$ cat src/rtl/fifo_merge_arbiter.sv
// Registered merge of N_SRC first-word-fall-through FIFOs into a 2-entry skid buffer.
// A burst-locking round-robin arbiter picks the source, and PREEMPT_REQ favours PRIO_SRC.
// Defining FIFO_MERGE_STATS_EN adds the WORD_CNT and PREEMPT_CNT statistics outputs.
module fifo_merge_arbiter #(
    parameter int N_SRC     = 5,
    parameter int BURST_MAX = 16,
    parameter int PRIO_SRC  = 0
) (
    input  logic                 BUS_CLK,
    input  logic                 BUS_RST,
    input  logic [N_SRC-1:0]     SRC_EMPTY,
    input  logic [32*N_SRC-1:0]  SRC_DATA,
    output logic [N_SRC-1:0]     SRC_READ,
    input  logic                 PREEMPT_REQ,
    input  logic                 OUT_READ,
    output logic                 OUT_EMPTY,
    output logic [31:0]          OUT_DATA,
    output logic                 OUT_READ_ERR,
    output logic [N_SRC-1:0]     GRANT
`ifdef FIFO_MERGE_STATS_EN
    ,
    output logic [31:0]          WORD_CNT,
    output logic [15:0]          PREEMPT_CNT
`endif
);
    localparam int IW = $clog2(N_SRC);
    localparam logic [N_SRC-1:0] ONE = 1;

    typedef enum logic {IDLE, LOCKED} state_t;
    state_t state;

    logic [IW-1:0] owner, rr_ptr, rr_pick, sel;
    logic [7:0]    burst_cnt;
    logic          forced;
    logic [31:0]   buf0, buf1;
    logic [1:0]    count;
    logic          pop, push, space, found, take_prio;
    logic          empty_rel, burst_rel, preempt_rel, release_now;
    logic [31:0]   push_data;

    assign OUT_EMPTY = (count == 2'd0);
    assign OUT_DATA  = buf0;
    assign pop       = OUT_READ & ~OUT_EMPTY;
    assign space     = (count != 2'd2) | pop;
    assign SRC_READ  = (state == LOCKED && space) ? (GRANT & ~SRC_EMPTY) : '0;
    assign push      = |SRC_READ;
    assign push_data = SRC_DATA[32*owner +: 32];

    // Round-robin scan from rr_ptr; iterating downward lets the nearest hit win.
    always_comb begin
        int idx;
        idx     = 0;
        found   = 1'b0;
        rr_pick = '0;
        for (int k = N_SRC - 1; k >= 0; k--) begin
            idx = int'(rr_ptr) + k;
            if (idx >= N_SRC) idx = idx - N_SRC;
            if (!SRC_EMPTY[idx]) begin
                found   = 1'b1;
                rr_pick = IW'(idx);
            end
        end
    end

    assign take_prio   = PREEMPT_REQ & ~SRC_EMPTY[PRIO_SRC];
    assign sel         = take_prio ? IW'(PRIO_SRC) : rr_pick;
    assign empty_rel   = SRC_EMPTY[owner] & ~push;
    assign burst_rel   = push && (burst_cnt == 8'(BURST_MAX - 1));
    assign preempt_rel = PREEMPT_REQ && (owner != IW'(PRIO_SRC));
    assign release_now = empty_rel | burst_rel | preempt_rel;

    always_ff @(posedge BUS_CLK or posedge BUS_RST) begin
        if (BUS_RST) begin
            state     <= IDLE;
            GRANT     <= '0;
            owner     <= '0;
            rr_ptr    <= '0;
            burst_cnt <= '0;
            forced    <= 1'b0;
        end else begin
            case (state)
                IDLE: begin
                    if (take_prio || found) begin
                        state     <= LOCKED;
                        owner     <= sel;
                        GRANT     <= ONE << sel;
                        forced    <= take_prio;
                        burst_cnt <= '0;
                    end
                end
                LOCKED: begin
                    if (push) burst_cnt <= burst_cnt + 8'd1;
                    if (release_now) begin
                        state <= IDLE;
                        GRANT <= '0;
                        // A preempt-forced grant must not disturb the round-robin order.
                        if (!forced)
                            rr_ptr <= (owner == IW'(N_SRC - 1)) ? '0 : owner + 1'b1;
                    end
                end
                default: state <= IDLE;
            endcase
        end
    end

    always_ff @(posedge BUS_CLK or posedge BUS_RST) begin
        if (BUS_RST) begin
            count        <= 2'd0;
            buf0         <= '0;
            buf1         <= '0;
            OUT_READ_ERR <= 1'b0;
        end else begin
            OUT_READ_ERR <= OUT_READ & OUT_EMPTY;
            case ({push, pop})
                2'b10: begin
                    if (count == 2'd0) buf0 <= push_data;
                    else               buf1 <= push_data;
                    count <= count + 2'd1;
                end
                2'b01: begin
                    buf0  <= buf1;
                    count <= count - 2'd1;
                end
                2'b11: begin
                    if (count == 2'd1) begin
                        buf0 <= push_data;
                    end else begin
                        buf0 <= buf1;
                        buf1 <= push_data;
                    end
                end
                default: ;
            endcase
        end
    end

`ifdef FIFO_MERGE_STATS_EN
    always_ff @(posedge BUS_CLK or posedge BUS_RST) begin
        if (BUS_RST) begin
            WORD_CNT    <= '0;
            PREEMPT_CNT <= '0;
        end else begin
            if (push && WORD_CNT != 32'hFFFF_FFFF) WORD_CNT <= WORD_CNT + 32'd1;
            if (state == LOCKED && preempt_rel && PREEMPT_CNT != 16'hFFFF)
                PREEMPT_CNT <= PREEMPT_CNT + 16'd1;
        end
    end
`endif

endmodule

$ cat config.mk
export PLATFORM = sky130hd
export DESIGN_NAME = fifo_merge_arbiter
export DESIGN_NICKNAME = d
export VERILOG_FILES = /design/src/rtl/fifo_merge_arbiter.sv
export SDC_FILE = /design/constraint.sdc
export NUM_CORES = 1
export LEC_CHECK = 0
export ABC_AREA = 1
export CAP_MARGIN = 15
export CORE_ASPECT_RATIO = 1.1
export CORE_UTILIZATION = 35
export DETAILED_ROUTE_END_ITERATION = 8
export PLACE_DENSITY = 0.76
export SYNTH_ARGS = -nofsm -noshare
export SYNTH_HDL_FRONTEND = slang
export SYNTH_SLANG_ARGS = --single-unit
$ cat constraint.sdc
create_clock -name BUS_CLK -period 8.2 [get_ports BUS_CLK]
set_clock_uncertainty 0.05 [all_clocks]
set_input_delay 2.05 -clock BUS_CLK [delete_from_list [all_inputs] [get_ports BUS_CLK]]
set_output_delay 2.05 -clock BUS_CLK [all_outputs]
set_load 0.005 [all_outputs]
== Word level (Yosys, flattened, before mapping) ==
Index checks and enable logic that the tools add are counted.

* $add $sub $neg: 13
* Magnitude comparators: 11
* Equality and inequality tests: 13
* Shift operators: 2
* Muxes and demuxes: 51
* Bitwise logic cells: 14
* Reduce and logical (&&, ||, !) cells: 16

{| class="wikitable"
|+ Operator list
! kind !! count
|-
| $mux 32 || 9
|-
| $lt 32x5->1 const B || 5
|-
| $shiftx 160x9->32 || 1
|-
| $pmux 32 s3 || 1
|-
| $pmux 32 s2 || 1
|-
| $mux 3 || 7
|-
| $sub 4x3->5 const B || 4
|-
| $bmux 1 s3 || 6
|-
| $mux 1 || 18
|-
| $ge 4x3->1 const B || 4
|-
| $mux 8 || 2
|-
| $pmux 8 s2 || 1
|-
| $mux 5 || 3
|-
| $ne 2x2->1 const B || 5
|-
| $pmux 5 s2 || 1
|-
| $add 3x2->4 const B || 2
|-
| $add 8x1->8 const B || 1
|-
| $eq 8x4->1 const B || 1
|-
| $reduce_and 2->1 || 4
|-
| $reduce_and 3->1 || 2
|-
| $reduce_bool 3->1 || 2
|-
| $and 5x5->5 || 1
|-
| $not 1->1 || 5
|-
| $not 5->5 || 1
|-
| 22 further kinds || 33
|}

* Flip-flop bits (word level): 88
* Input bits: 169
* Output and inout port bits: 44
* Word-level logic and storage cells: 130

== Longest topological paths before layout ==
Gate-level depths: netlist (run 1).

* Depth after elaboration: 15
* Gate-level depth with buffers: 22
* Gate-level depth less buffers: 21

== Worst setup path before layout (run 1) ==
No wires, ideal clock.

* Kind: input to output
* Start point: input OUT_READ
* End point: output SRC_READ[3]
* Data arrival time: 2.538 ns
* Data required time: 6.100 ns
* Path slack: 3.562 ns
* Stages: 4
* Path buffers: 0
* Cells stage by stage: nand2_2 > a21oi_2 > inv_2 > nor2_1

* Longest elaborated chain between the ends: 4

{| class="wikitable"
|+ Ends and longest elaborated chain
! item !! RTL line !! RTL
|-
| start, declared || 15 || <nowiki>input logic OUT_READ,</nowiki>
|-
| $and 1x1->1 || 43 || <nowiki>assign pop = OUT_READ & ~OUT_EMPTY;</nowiki>
|-
| $or 1x1->1 || 44 || <nowiki>assign space = (count != 2'd2) | pop;</nowiki>
|-
| $logic_and 1x1->1 || 45 || <nowiki>assign SRC_READ = (state == LOCKED && space) ? (GRANT & ~SRC_EMPTY) : '0;</nowiki>
|-
| $mux 5 || 45 ||
|-
| end, declared || 13 || <nowiki>output logic [N_SRC-1:0] SRC_READ,</nowiki>
|}

No other way between the ends.

== Final worst setup path (run 1) ==
Same ends and word-level chain as after synthesis.

==> qor.txt, run 1 <==
Status - complete, no violations
TNS Setup - 0 ns
Hold WC Path Type - flop to flop
Syn nets - 1,078
# hold bufs at CTS - 0
# port buffers - 212
ANT cells - 0
Worst slew margin - 33.5%
Critical Path, Cell by Cell - clkdlybuf4s50_1, nand2_2, a21oi_2, inv_2, nor2_1, clkdlybuf4s50_1
Final ANT Viol Nets - 0
Root buf cell - clkbuf_16
H-Tree Level Count - 3
Post-synth top area cell - dfrtp_1
Most common cell after layout, fill and taps aside - clkdlybuf4s50_1
Crit path kind - input pin to output port
Slowest stage delay, CP - 0.53 ns
Hpwl dp - 14,300 um
Initial antenna violation count - 1
DRT Pass-1 Iters - 5
Ys Warns - 0
Core area - 17,800 um2
Post-synth EDFFs - 0
Num rows - 51
Slowest CP cell - clkdlybuf4s50_1
Fmax - 0.162 GHz
Area contributors post-synth - dfrtp_1 34%, nand2_1 12%, o21ai_0 8.9%
Met2 GRT Util - 36.7%
Synth cell types - 39
Register-to-Register Setup Slack - 3.98 ns
Layout cell share with drive strength beyond 1 - 5.30%
Drt drc - 0
Synth Instances - 888
Die height - 144 um
MaxCap Viol Count - 0
Min Hold Slack - 0.438 ns
RD Place Congestion - 0.924
Setup Fix Bufs, Post-CTS - 0
Worst path bufs/invs - 3
Type of element launching the critical path - input pin
Area Growth Syn to Fin - 41.0%
Nets - 1,260
Yosys reg bits - 88
Vias/cell - 5.16
Die width - 131 um
Flip-flop and latch area - 2200 um2
Multi-input logic area - 3540 um2
Overflow after GRT - 0
First-pass GRT wire length - 31,300 um
Clk slew on worst S/H paths - 0.06 ns
RSZ-0062 raised after global routing - false
Num ports - 213
Number of global-route vias before repair - 6,285
Final setup viols - 0
Worst-Margin Slew - 0.997 ns
Data arrival, critical path - 4.06 ns
Routed len/inst - 15.6 um
CTS sink cnt - 88
Largest net degree at the start of global routing - 69
Clock Path Buffers - 2
Via count - 6,781
Final min period - 6.16 ns
Gr busiest metal - met2
Fin. max-slew vios - 0
Async set-reset flop share out of synthesis - 100%
Met3 usage - 4.58%
Total CTS buffers - 9
CTS tree - yes
Sequential area share after synthesis - 34.5%
Starting Density - 35.9%
Main synth FF type - dfrtp_1
Total GRT Usage - 21.5%
Static Leak - 3.99 nW
Met1 Usage GRT - 27.3%
Critical path peak fanout - 36
Cell Pwr Density - 383 nW/um2
Routed wire length - 20,500 um
Post-CTS Resized - 0
Maximum vdd ir drop - 180 uV
Mapped Avg Cell Area - 7.20 um2
Clk_lat worst skew - 0.35 ns
Crit path capture type - output port
Cell family with most CP delay - buffers and inverters
Final Cycle Share - 75.1%
Most frequent cells in the layout - 212 x clkdlybuf4s50_1, 203 x nand2_1, 113 x o21ai_0
Fill cell count - 1,707
1st-iter DRT viols - 430
Fin. Hold Viols - 0
Critical Path RT - 6.10 ns
Yosys top cell area share - 34.5%
Most used cell along the critical path - clkdlybuf4s50_1
Total Die Area - 18,800 um2
Synthesized area - 6390 um2
==> metal layers <==
layer  vias up  part of all wire [%]  wire [um]
li1       3371                     -          -
met4         2                   1.2        252
met2       227                    48       9860
met1      3158                    43       8820
met5         -                 0.044          9
met3        23                   7.6       1550
==> where the power goes <==
group | internal [mW] | switching (mW)
combinational | 0.892 | 1.39
sequential | 0.618 | 0.105
clock | 0.274 | 0.172
==> final cells by class <==
cell class,count,share of cell area (%)
clock inverters,6,0.916
clock buffers,10,2.65
multi-input cells,630,39.3
flip-flops and latches,88,24.5
well taps,238,3.30
repair buffers,223,24.5
inverters,118,4.93
==> logic make-up (layout without fill, tap and decap cells) <==
logic type	after synthesis	after routing	synth area share, %
compound gates	310	310	30.1
xor+xnor	13	13	1.78
fa+ha+maj	21	21	4.11
buf+inv	170	357	10.4
flops	88	88	34.5
simple gates	286	286	19.1
==> cells in the mapped netlist, types with 3 or more instances <==
| cell | n |
|---|---|
| a21oi_1 | 81 |
| a221o_1 | 32 |
| buf_1 | 3 |
| buf_2 | 5 |
| buf_4 | 5 |
| clkbuf_1 | 39 |
| dfrtp_1 | 88 |
| ha_1 | 21 |
| inv_1 | 113 |
| inv_2 | 4 |
| nand2_1 | 203 |
| nand2_2 | 6 |
| nand3_1 | 44 |
| nand3b_1 | 4 |
| nor2_1 | 12 |
| nor3_1 | 3 |
| o211ai_1 | 32 |
| o21a_1 | 33 |
| o21ai_0 | 113 |
| o21ai_1 | 7 |
| o22ai_1 | 5 |
| xnor2_1 | 4 |
| xor2_1 | 9 |
==> worst paths after layout <==
check | start | to | cells past startpoint
worst min register to register | OUT_DATA[26] | OUT_DATA[26] | 1
max in group asynchronous | BUS_RST | owner[0] | 3
worst max-delay path | OUT_READ | SRC_READ[3] | 6
worst min-delay path | OUT_DATA[26] | OUT_DATA[26] | 1
min in group asynchronous | BUS_RST | OUT_DATA[9] | 2
worst max register to register | count[0] | buf1[9] | 16
==> through the flow <==
| stage | power [mW] | setup WS (ns) | util (%) | cells | instance area, um2 |
|---|---|---|---|---|---|
| global route | 3.77 | 1.91 | 50.6 | 1313 | 9010 |
| global placement | 2.95 | 2.10 | 48.8 | 1297 | 8690 |
| CTS | 3.45 | 2.06 | 50.6 | 1313 | 9010 |
| floorplan | 2.28 | 3.56 | - | 888 | 6390 |
| detailed placement | 3.00 | 2.06 | 48.8 | 1297 | 8690 |
| finish | 3.45 | 2.04 | 50.6 | 1313 | 9010 |
==> worst register-to-register path, cell delays in order (launching register included) <==
cell	delay [ns]
dfrtp_1	0.41
inv_1	0.09
ha_1	0.22
inv_1	0.13
nand2_2	0.54
a21oi_2	0.16
nand3_1	0.14
o21ai_0	0.11
nor3_1	0.21
buf_4	0.26
inv_1	0.14
ha_1	0.21
nand2_1	0.07
inv_1	0.40
a21oi_4	0.26
buf_4	0.48
o21ai_0	0.20
==> sequential cells by signal, indices dropped and copies added, names as in the netlist <==
register      count
owner             3
OUT_DATA         32
buf1             32
forced            1
state             1
OUT_READ_ERR      1
GRANT             5
rr_ptr            3
burst_cnt         8
count             2
(Power assumes the default switching activity.)
==> run 2: changes to the inputs <==
clock period = 6.33 ns   (was 8.2 ns; I/O delays follow)
==> run 2 against run 1 <==
Against the previous run:
- critical path depth increased by 1
- design area about the same
- routed wire length is 0.62% higher
- register-to-register slack got worse by 1.7 ns
- non-clock buffer count grew 2
- critical path type unchanged
- largest power group unchanged
==> qor.txt, run 2 (synthesis results as in run 1) <==
Overflow after GRT - 0
Total CTS buffers - 9
Fill cell count - 1,689
Vias/cell - 5.16
1st-iter DRT viols - 482
Crit path capture type - output port
Worst slew margin - 29.2%
Routed wire length - 20,600 um
Logic pwr share - 66.5%
Length of routed met2 wiring - 9770 um
Type of element launching the critical path - input pin
Routed len/inst - 15.7 um
Layout cell share with drive strength beyond 1 - 5.29%
Clk slew on worst S/H paths - 0.06 ns
Static Leak - 4.00 nW
Most frequent cells in the layout - 212 x clkdlybuf4s50_1, 203 x nand2_1, 113 x o21ai_0
RSZ-0062 raised after global routing - false
Pre-CTS WS - 1.18 ns
Final Cycle Share - 79.6%
CTS sink cnt - 88
Met3 routed WL - 1250 um
Num rows - 51
Final ANT Viol Nets - 0
Largest net degree at the start of global routing - 69
Critical path peak fanout - 36
Number of global-route vias before repair - 6,237
Die height - 144 um
Clk_lat worst skew - 0.35 ns
Final setup viols - 0
Sw power - 2.16 mW
Hold WC Path Type - flop to flop
Total Die Area - 18,800 um2
Core area - 17,800 um2
Nets - 1,262
Cell Pwr Density - 494 nW/um2
Data arrival, critical path - 3.40 ns
Hpwl dp - 14,700 um
Fin. max-slew vios - 0
# hold bufs at CTS - 0
Setup Fix Bufs, Post-CTS - 0
Initial antenna violation count - 1
CTS tree - yes
H-Tree Level Count - 3
First-pass GRT wire length - 31,400 um
Maximum vdd ir drop - 306 uV
Worst-Margin Slew - 1.06 ns
Total GRT Usage - 21.7%
Worst setup margin - 1.29 ns
Fmax - 0.199 GHz
RD Place Congestion - 0.908
Via count - 6,788
Switching share of power - 48.6%
Critical Path RT - 4.70 ns
Clock Path Buffers - 2
Die width - 131 um
WL met1 - 9270 um
Root buf cell - clkbuf_16
DRT Pass-1 Iters - 5
Status - complete, no violations
ANT cells - 0
Clock group share of total power - 12.3%
Most common cell after layout, fill and taps aside - clkdlybuf4s50_1
MaxCap Viol Count - 0
Num ports - 213
Fin. Hold Viols - 0
TNS Setup - 0 ns
Final min period - 5.04 ns
Starting Density - 35.9%
Internal power - 2.29 mW
Drt drc - 0
Flop pwr share - 21.1%
Post-CTS Resized - 0
Crit path kind - input pin to output port
Top Metal Used - met5
Area Growth Syn to Fin - 40.9%
# port buffers - 212
-- run 2: cell types whose count changed in the layout (fill, tap and decap cells not counted), sizes merged --
| cell | previous run | this run |
|---|---|---|
| bufinv | 2 | 1 |
| clkbuf | 10 | 13 |
| clkinvlp | 1 | 0 |
| buf | 11 | 13 |
| clkinv | 5 | 4 |
-- run 2: final cells by class --
cell class | count | area, um2 | share of cell area, %
Clock buffer | 13 | 260 | 2.89
Clock inverter | 3 | 40.0 | 0.445
Inverter | 118 | 444 | 4.93
Multi-Input combinational cell | 630 | 3540 | 39.3
Sequential cell | 88 | 2200 | 24.5
Tap cell | 238 | 298 | 3.31
Timing Repair Buffer | 225 | 2220 | 24.6
-- run 2: stage by stage --
step                      total power [mW]  cells  cell area (um2)  util (%)  hold slack (ns)
final                                 4.45   1315             9000      50.6            0.441
after CTS                             4.45   1315             9000      50.6            0.441
after global placement                3.85   1299             8700      48.9            0.421
after detailed placement              3.89   1299             8700      48.9            0.427
after global routing                  4.87   1315             9000      50.6            0.456
after floorplan                       2.96    888             6390         -            0.396
-- run 2: final timing paths --
path / cells past startpoint / startpoint / to / slack (ns)
max: 7 / OUT_READ / SRC_READ[3] / 1.29
min: 1 / OUT_DATA[26] / OUT_DATA[26] / 0.44
max reg2reg: 17 / count[0] / buf1[22] / 2.29
min reg2reg: 1 / OUT_DATA[26] / OUT_DATA[26] / 0.44
max in group asynchronous: 3 / BUS_RST / owner[0] / 3.52
min in group asynchronous: 2 / BUS_RST / OUT_DATA[9] / 1.56
-- run 2: power by group through the flow --
stage / registers [mW] / logic, mW / clock network (mW)
finish: 0.941 / 2.96 / 0.547
global route: 0.970 / 3.32 / 0.579
CTS: 0.943 / 2.95 / 0.560
detailed placement: 0.953 / 2.94 / 0
global placement: 0.941 / 2.90 / 0
floorplan: 0.924 / 2.04 / 0
-- run 2: metal layers --
layer	global-route usage, %	vias up
met2	36.2	207
li1	-	3380
met4	6.11	2
met3	4.50	26
met5	0	-
met1	28.1	3173
-- run 2: critical path, stage by stage --
cell and delay [ns]:
clkdlybuf4s50_1 0.49, nand2_2 0.05, buf_4 0.25, a21oi_2 0.24
inv_2 0.08, nor2_1 0.16, clkdlybuf4s50_1 0.55
